$ cat src/rtl/uart_pkg.sv
// Shared UART constants: default byte width and default TX FIFO depth.
package uart_pkg;

    localparam int UART_DATA_W            = 8;
    localparam int UART_TX_FIFO_DEPTH_DEF = 16;

endpackage

$ cat src/rtl/uart_fifo_mem.sv
// DEPTH x DATA_W register array: synchronous write port, asynchronous read port.
// Shared by the TX and RX FIFOs; holds no reset so the array maps to plain flops/LUTRAM.
module uart_fifo_mem
    import uart_pkg::*;
#(
    parameter int DEPTH  = UART_TX_FIFO_DEPTH_DEF,
    parameter int DATA_W = UART_DATA_W
) (
    input  logic                     i_clk,
    input  logic                     i_we,
    input  logic [$clog2(DEPTH)-1:0] i_waddr,
    input  logic [DATA_W-1:0]        i_wdata,
    input  logic [$clog2(DEPTH)-1:0] i_raddr,
    output logic [DATA_W-1:0]        o_rdata
);

    logic [DATA_W-1:0] mem [DEPTH];

    always_ff @(posedge i_clk) begin
        if (i_we) begin
            mem[i_waddr] <= i_wdata;
        end
    end

    assign o_rdata = mem[i_raddr];

endmodule

$ cat src/rtl/uart_tx_fifo.sv
// First-word-fall-through transmit byte FIFO with level, empty/full and sticky overflow status.
// Optional low-water interrupt enabled by defining UART_TX_FIFO_THR_IRQ_EN.
module uart_tx_fifo
    import uart_pkg::*;
#(
    parameter int DEPTH  = UART_TX_FIFO_DEPTH_DEF,
    parameter int DATA_W = UART_DATA_W
) (
    input  logic                     i_clk,
    input  logic                     i_rst,
    input  logic                     i_wr_valid,
    output logic                     o_wr_ready,
    input  logic [DATA_W-1:0]        i_wr_data,
    output logic                     o_valid,
    input  logic                     i_ready,
    output logic [DATA_W-1:0]        o_data,
    input  logic                     i_flush,
    input  logic                     i_overflow_clr,
    input  logic [$clog2(DEPTH):0]   i_thr_level,
    output logic [$clog2(DEPTH):0]   o_count,
    output logic                     o_empty,
    output logic                     o_full,
    output logic                     o_overflow,
    output logic                     o_thr_irq
);

    localparam int AW = $clog2(DEPTH);
    localparam int CW = AW + 1;

    logic [AW-1:0] wr_ptr;
    logic [AW-1:0] rd_ptr;
    logic [CW-1:0] count;
    logic [CW-1:0] count_next;
    logic          empty;
    logic          full;
    logic          overflow;
    logic          push;
    logic          pop;
    logic          overflow_set;

    // Full blocks writes even when a pop happens the same cycle: no write-through bypass.
    assign push         = i_wr_valid && !full && !i_flush && !i_rst;
    assign pop          = !empty && i_ready && !i_flush && !i_rst;
    assign overflow_set = i_wr_valid && full;

    always_comb begin
        count_next = count;
        if (i_flush) begin
            count_next = '0;
        end else if (push && !pop) begin
            count_next = count + CW'(1);
        end else if (pop && !push) begin
            count_next = count - CW'(1);
        end
    end

    always_ff @(posedge i_clk) begin
        if (i_rst) begin
            wr_ptr <= '0;
            rd_ptr <= '0;
            count  <= '0;
            empty  <= 1'b1;
            full   <= 1'b0;
        end else begin
            if (i_flush) begin
                wr_ptr <= '0;
                rd_ptr <= '0;
            end else begin
                if (push) wr_ptr <= wr_ptr + AW'(1);
                if (pop)  rd_ptr <= rd_ptr + AW'(1);
            end
            count <= count_next;
            empty <= (count_next == '0);
            full  <= (count_next == CW'(DEPTH));
        end
    end

    // Set wins over clear; flush leaves the flag alone so software still sees the loss.
    always_ff @(posedge i_clk) begin
        if (i_rst) begin
            overflow <= 1'b0;
        end else if (overflow_set) begin
            overflow <= 1'b1;
        end else if (i_overflow_clr) begin
            overflow <= 1'b0;
        end
    end

`ifdef UART_TX_FIFO_THR_IRQ_EN
    logic thr_irq;

    always_ff @(posedge i_clk) begin
        if (i_rst) begin
            thr_irq <= 1'b0;
        end else begin
            thr_irq <= (count_next <= i_thr_level);
        end
    end

    assign o_thr_irq = thr_irq;
`else
    logic thr_unused;
    assign thr_unused = ^i_thr_level;
    assign o_thr_irq  = 1'b0;
`endif

    uart_fifo_mem #(
        .DEPTH  (DEPTH),
        .DATA_W (DATA_W)
    ) u_mem (
        .i_clk   (i_clk),
        .i_we    (push),
        .i_waddr (wr_ptr),
        .i_wdata (i_wr_data),
        .i_raddr (rd_ptr),
        .o_rdata (o_data)
    );

    assign o_count    = count;
    assign o_empty    = empty;
    assign o_full     = full;
    assign o_wr_ready = !full;
    assign o_valid    = !empty;
    assign o_overflow = overflow;

endmodule
$ cat config.mk
export PLATFORM = sky130hd
export DESIGN_NAME = uart_tx_fifo
export DESIGN_NICKNAME = d
export VERILOG_FILES = /design/src/rtl/uart_pkg.sv /design/src/rtl/uart_fifo_mem.sv /design/src/rtl/uart_tx_fifo.sv
export SDC_FILE = /design/constraint.sdc
export NUM_CORES = 1
export LEC_CHECK = 0
export CAP_MARGIN = 0
export CORE_MARGIN = 2
export CORE_UTILIZATION = 58
export CTS_CLUSTER_SIZE = 10
export DETAILED_ROUTE_END_ITERATION = 8
export PLACE_DENSITY = 0.86
export REMOVE_ABC_BUFFERS = 1
export SLEW_MARGIN = 0
export SYNTH_ARGS = -nofsm -noshare
export SYNTH_HDL_FRONTEND = slang
export SYNTH_SLANG_ARGS = --single-unit
$ cat constraint.sdc
create_clock -name i_clk -period 2.4 [get_ports i_clk]
set_input_delay 0.6 -clock i_clk [delete_from_list [all_inputs] [get_ports i_clk]]
set_output_delay 0.6 -clock i_clk [all_outputs]
set_load 0.03 [all_outputs]
# ---- After elaboration in Yosys (flattened, before gate mapping)
# Memories as Yosys holds them, arrays and structs flattened. A register that Yosys moved wholly into a read port is not among the register bits.
# Index checks and enable logic that the tools add are counted.
dict set report op_classes {
  n_reduce_logical 18
  n_eq_ne 1
  mux 9
  n_addsub 4
}
# operator count
set ops {}
lappend ops {{$mux W5} 3}
lappend ops {{$logic_and A1 B1 Y1} 9}
lappend ops {{$add A4 B1 Y4 const B} 2}
lappend ops {{$mux W4} 2}
lappend ops {{$logic_not A1 Y1} 6}
lappend ops {{$add A5 B1 Y5 const B} 1}
lappend ops {{$eq A5 B5 Y1 const B} 1}
lappend ops {{$logic_not A5 Y1} 1}
lappend ops {{$sub A5 B1 Y5 const B} 1}
lappend ops {{$mux W1} 4}
lappend ops {{$reduce_bool A2 Y1} 1}
lappend ops {{$reduce_or A2 Y1} 1}
dict set report word_totals {
  word_cells 39
  register_bits 16
  mem_count 1
  mem_bits_rw 128
  inputBits 19
  output_inout_bits 19
}
# name words width rd rd_clocked_by_memory_dff wr line
set memory_table {}
lappend memory_table {u_mem.mem 16 8 1 1 1 uart_fifo_mem.sv:17} ;# logic [DATA_W-1:0] mem [DEPTH];

# ---- Depth between registers and ports, before layout
dict set report logic_depth {
  ltp_word 10
  depth_mapped 7
  mapped_depth_nobuf 7
}

# ---- Cells and area by module
# A second synthesis with hierarchy kept.
dict set report unflattened {
  cells_unflattened 325
  area_unflattened_um2 5864.4
}
# module cells_each area_each_um2 instances seq_area_each_um2
set by_module_without_submodules {}
lappend by_module_without_submodules {uart_fifo_mem 221 4987.3 1 3843.7}
lappend by_module_without_submodules {uart_tx_fifo 104 877.1 1 320.3}

# ---- Worst setup path after synthesis
# No wires, ideal clock.
dict set report synth_timing {
  path_type {flip-flop to output port}
  start {register (tool-made name)}
  end {output port o_data[0]}
  path_stages_with_launch 5
  required_time_ps 1800
  t_arrival_ps 1709
  slack_ps 91
  cell_sequence {dfxtp_1 -> buf_2 -> buf_6 -> mux4_2 -> mux4_2}
}
# item line
set synth_lines {}
lappend synth_lines {{end: declaration} uart_tx_fifo.sv:16} ;# output logic [DATA_W-1:0] o_data,

==> impl_metrics.ini <==
[hold_path]
min_path_cells = 2
holdCritPathClass = reg2reg
min-delay-start = o_overflow
holdPathEnd = o_overflow

[floorplanning]
core_area_um2 = 9819
initial_core_util = 0.6030
fp.dieW_um = 105.0
dieArea_um2 = 11030
num_rows = 36
io_pins = 38
die_y_um = 105.0

[logic_synthesis]
synth_common_cells = edfxtp_1, mux4_2, nor2_1
netlist-cell-type-count = 39
synth_seq_cells = 148
synth-main-ff-cell = edfxtp_1
netlist_area_um2 = 5921
synth_top_area_frac = 0.6492
yosysSeqAreaShare = 0.7168
synth-edff-count = 128
synth_async_sr_flop_share = 0
postSynthAreaPerCell_um2 = 19.22
synth_cells = 308
synth_top_cell_by_area = edfxtp_1
netlist_top_cells_area = edfxtp_1, mux4_2, dfxtp_1
ys_warn_count = 0
synth_most_common_cell = edfxtp_1

[setup_path]
crit_top_cell = mux4_2
r2r_slack_ns = 0.50
crit_path_start_kind = register
crit_path_end_kind = output pin
r2r_cells = 4
path_cells = buf_12 -> mux4_2 -> mux4_2 -> buf_6
cp.required_ns = 1.80
cp_data_arrival_time_ns = 2.29
cpPeakStageDelay_ns = 0.53
path_max_fanout = 8
worstSetupPathType = reg2out
r2r-start = o_full
cp_slowest_cell = mux4_2
cp.buffers_inverters = 2
critPathTopFamily = multiplexers
timing.rr.end = u_mem.mem[1][6]

[clock_tree]
cts_sinks = 148
post_cts_buffers = 0
clock_latency_ns = 0.52
cts_root_buf = clkbuf_8
clockBufferDepth = 2
cts_hold_buf = 0
htreeDepth = 4
cts_buffers = 17
clk_pin_slew_worst_paths_ns = 0.06
cts_resized = 57
cts_tree = built

[power_and_ir_drop]
switching_share = 0.1909
power_density_nw_per_um2 = 783.1
switchingPower_w = 0.001100
peakVddDrop_mv = 0.4263
cellLeakagePower_nw = 2.480
comb_power_share = 0.036
p_seq_frac = 0.488
p_int_w = 0.004663
clock_power_share = 0.475
power_w = 0.005763

[placed_design]
numPlacedInstances = 505
hpwl_mm = 8.376
io_buffers = 31
gp_congestion = 0.8197

[finish]
drive_gt1_frac = 0.3300
syn_to_final_growth_pct = 24.30
fin_cells = 536
utilization = 0.7495
nets = 417
antennaDiodeCount = 0
nFillCells = 547

[timing]
fin_worst_skew_ns = 0.005501
slew_viol_final = 0
finalSetupViolCount = 8
period_minus_slack_ns = 2.895
finalHoldViolations = 0
whs_ns = 0.4786
max_freq_mhz = 345.5
rsz0062_at_grt = true
fin_ws_ns = -0.4947
relSlewSlack = 0.5611
finalCritPeriodShare = 1.206
tightest_slew_ns = 0.6563

[global_route]
grt.overflow.total = 0
grt_max_degree = 33
antenna_found_initial = 0
grt_pass1_vias = 3428
grt_pass1_wl_mm = 21.05
grt_util_all_layers = 0.2718

[drt]
drt_iter0_drc = 410
route.detailed.drc = 0
firstDrtPassIters = 5
post_drt_wl_per_cell_um = 26.03
postRouteAntennaNets = 0
wl_mm = 13.95
avgViaCountPerCell = 6.328
num_vias = 3392

[flow_run]
cap_violations = 0

[outcome]
violations = setup timing
status = complete, but fails checks
==> layer usage <==
layer | vias to the layer above | track usage | wire length [um] | share of wire
met2 | 232 | 0.4383 | 7013 | 0.50
met5 | - | 0 | 0 | 0
met4 | 0 | 0.1190 | 515 | 0.037
li1 | 1383 | - | - | -
met1 | 1735 | 0.3467 | 5224 | 0.37
met3 | 42 | 0.07798 | 1200 | 0.086
==> through the flow <==
| step | cell area (um2) | setup TNS [ns] | setup slack [ns] |
|---|---|---|---|
| 2_1_floorplan | 5829 | -6.944 | -0.8680 |
| 3_3_place_gp | 6738 | -10.67 | -0.4125 |
| 3_5_place_dp | 6738 | -18.95 | -0.4620 |
| 4_1_cts | 7357 | -4.080 | -0.5375 |
| 5_1_grt | 7360 | -4.251 | -0.5547 |
| 6_report | 7360 | -3.779 | -0.4947 |
==> cell usage in the layout (no fill, tap or decap), types with 2 or more instances in the layout <==
cell / netlist / final
nor3_1: 5 / 5
ha_1: 7 / 7
buf_12: 0 / 5
a21oi_1: 4 / 4
o22ai_1: 2 / 2
clkdlybuf4s50_1: 0 / 22
dfxtp_1: 20 / 19
clkbuf_16: 0 / 16
buf_6: 3 / 8
bufinv_16: 0 / 5
nor3_2: 2 / 2
nor2b_1: 2 / 2
clkinv_2: 0 / 4
buf_4: 1 / 44
edfxtp_1: 128 / 128
clkinv_1: 0 / 3
inv_1: 7 / 7
nand2b_1: 6 / 6
nand2_1: 14 / 14
nand4_1: 2 / 2
nor2_1: 24 / 24
xnor2_1: 4 / 4
mux4_2: 40 / 40
nand3_1: 2 / 2
xor2_1: 6 / 6
==> worst register-to-register path, delay by kind of cell, from the launching register on <==
family,cells,cell delay (ns)
flops,1,0.36
simple gates,3,0.97
buf+inv,1,0.27
==> how the worst max path moves through the flow <==
stage	start	to	slack [ns]	cells past startpoint
global route	register	o_data[7]	-0.55	4
global placement	register	o_data[4]	-0.41	4
floorplan	register	o_data[0]	-0.87	2
CTS	register	o_data[7]	-0.54	4
detailed placement	register	o_data[7]	-0.46	4
finish	register	o_data[7]	-0.49	4
==> final cells by class <==
type                    count  area [um2]  share of cell area
flip-flops and latches    148        4248              0.5772
multi-input cells         137        1559              0.2118
repair buffers             80       753.2              0.1023
clock buffers              18       417.9             0.05678
clock inverters            13       188.9             0.02567
well taps                 133       166.4             0.02261
inverters                   7       26.28            0.003570
==> registers in the layout, summed over array words and instances (netlist names), named ones only <==
register and flops:
o_overflow 1, u_mem.mem 128, o_full 1, wr_ptr 4, rd_ptr 4, o_count 5
o_empty 1
==> power by group through the flow <==
stage | Combinational (W) | Clock [W] | Sequential (W)
detailed placement | 0.000205 | 0 | 0.00287
floorplan | 0.0000885 | 0 | 0.00288
CTS | 0.000210 | 0.00276 | 0.00281
global route | 0.000222 | 0.00287 | 0.00281
finish | 0.000210 | 0.00274 | 0.00281
global placement | 0.000194 | 0 | 0.00287
==> cells by family after synthesis <==
kind of cell               after synthesis  synth area share
adders and majority gates                7           0.01479
buffers and inverters                   23           0.01987
DFF                                    148            0.7168
other                                    1         0.0006334
and+or+nand+nor                         66           0.06108
AOI/OAI and AO/OA                       12           0.01818
muxes                                   41            0.1538
xor gates and xnor gates                10           0.01479
(Power assumes the default switching activity.)
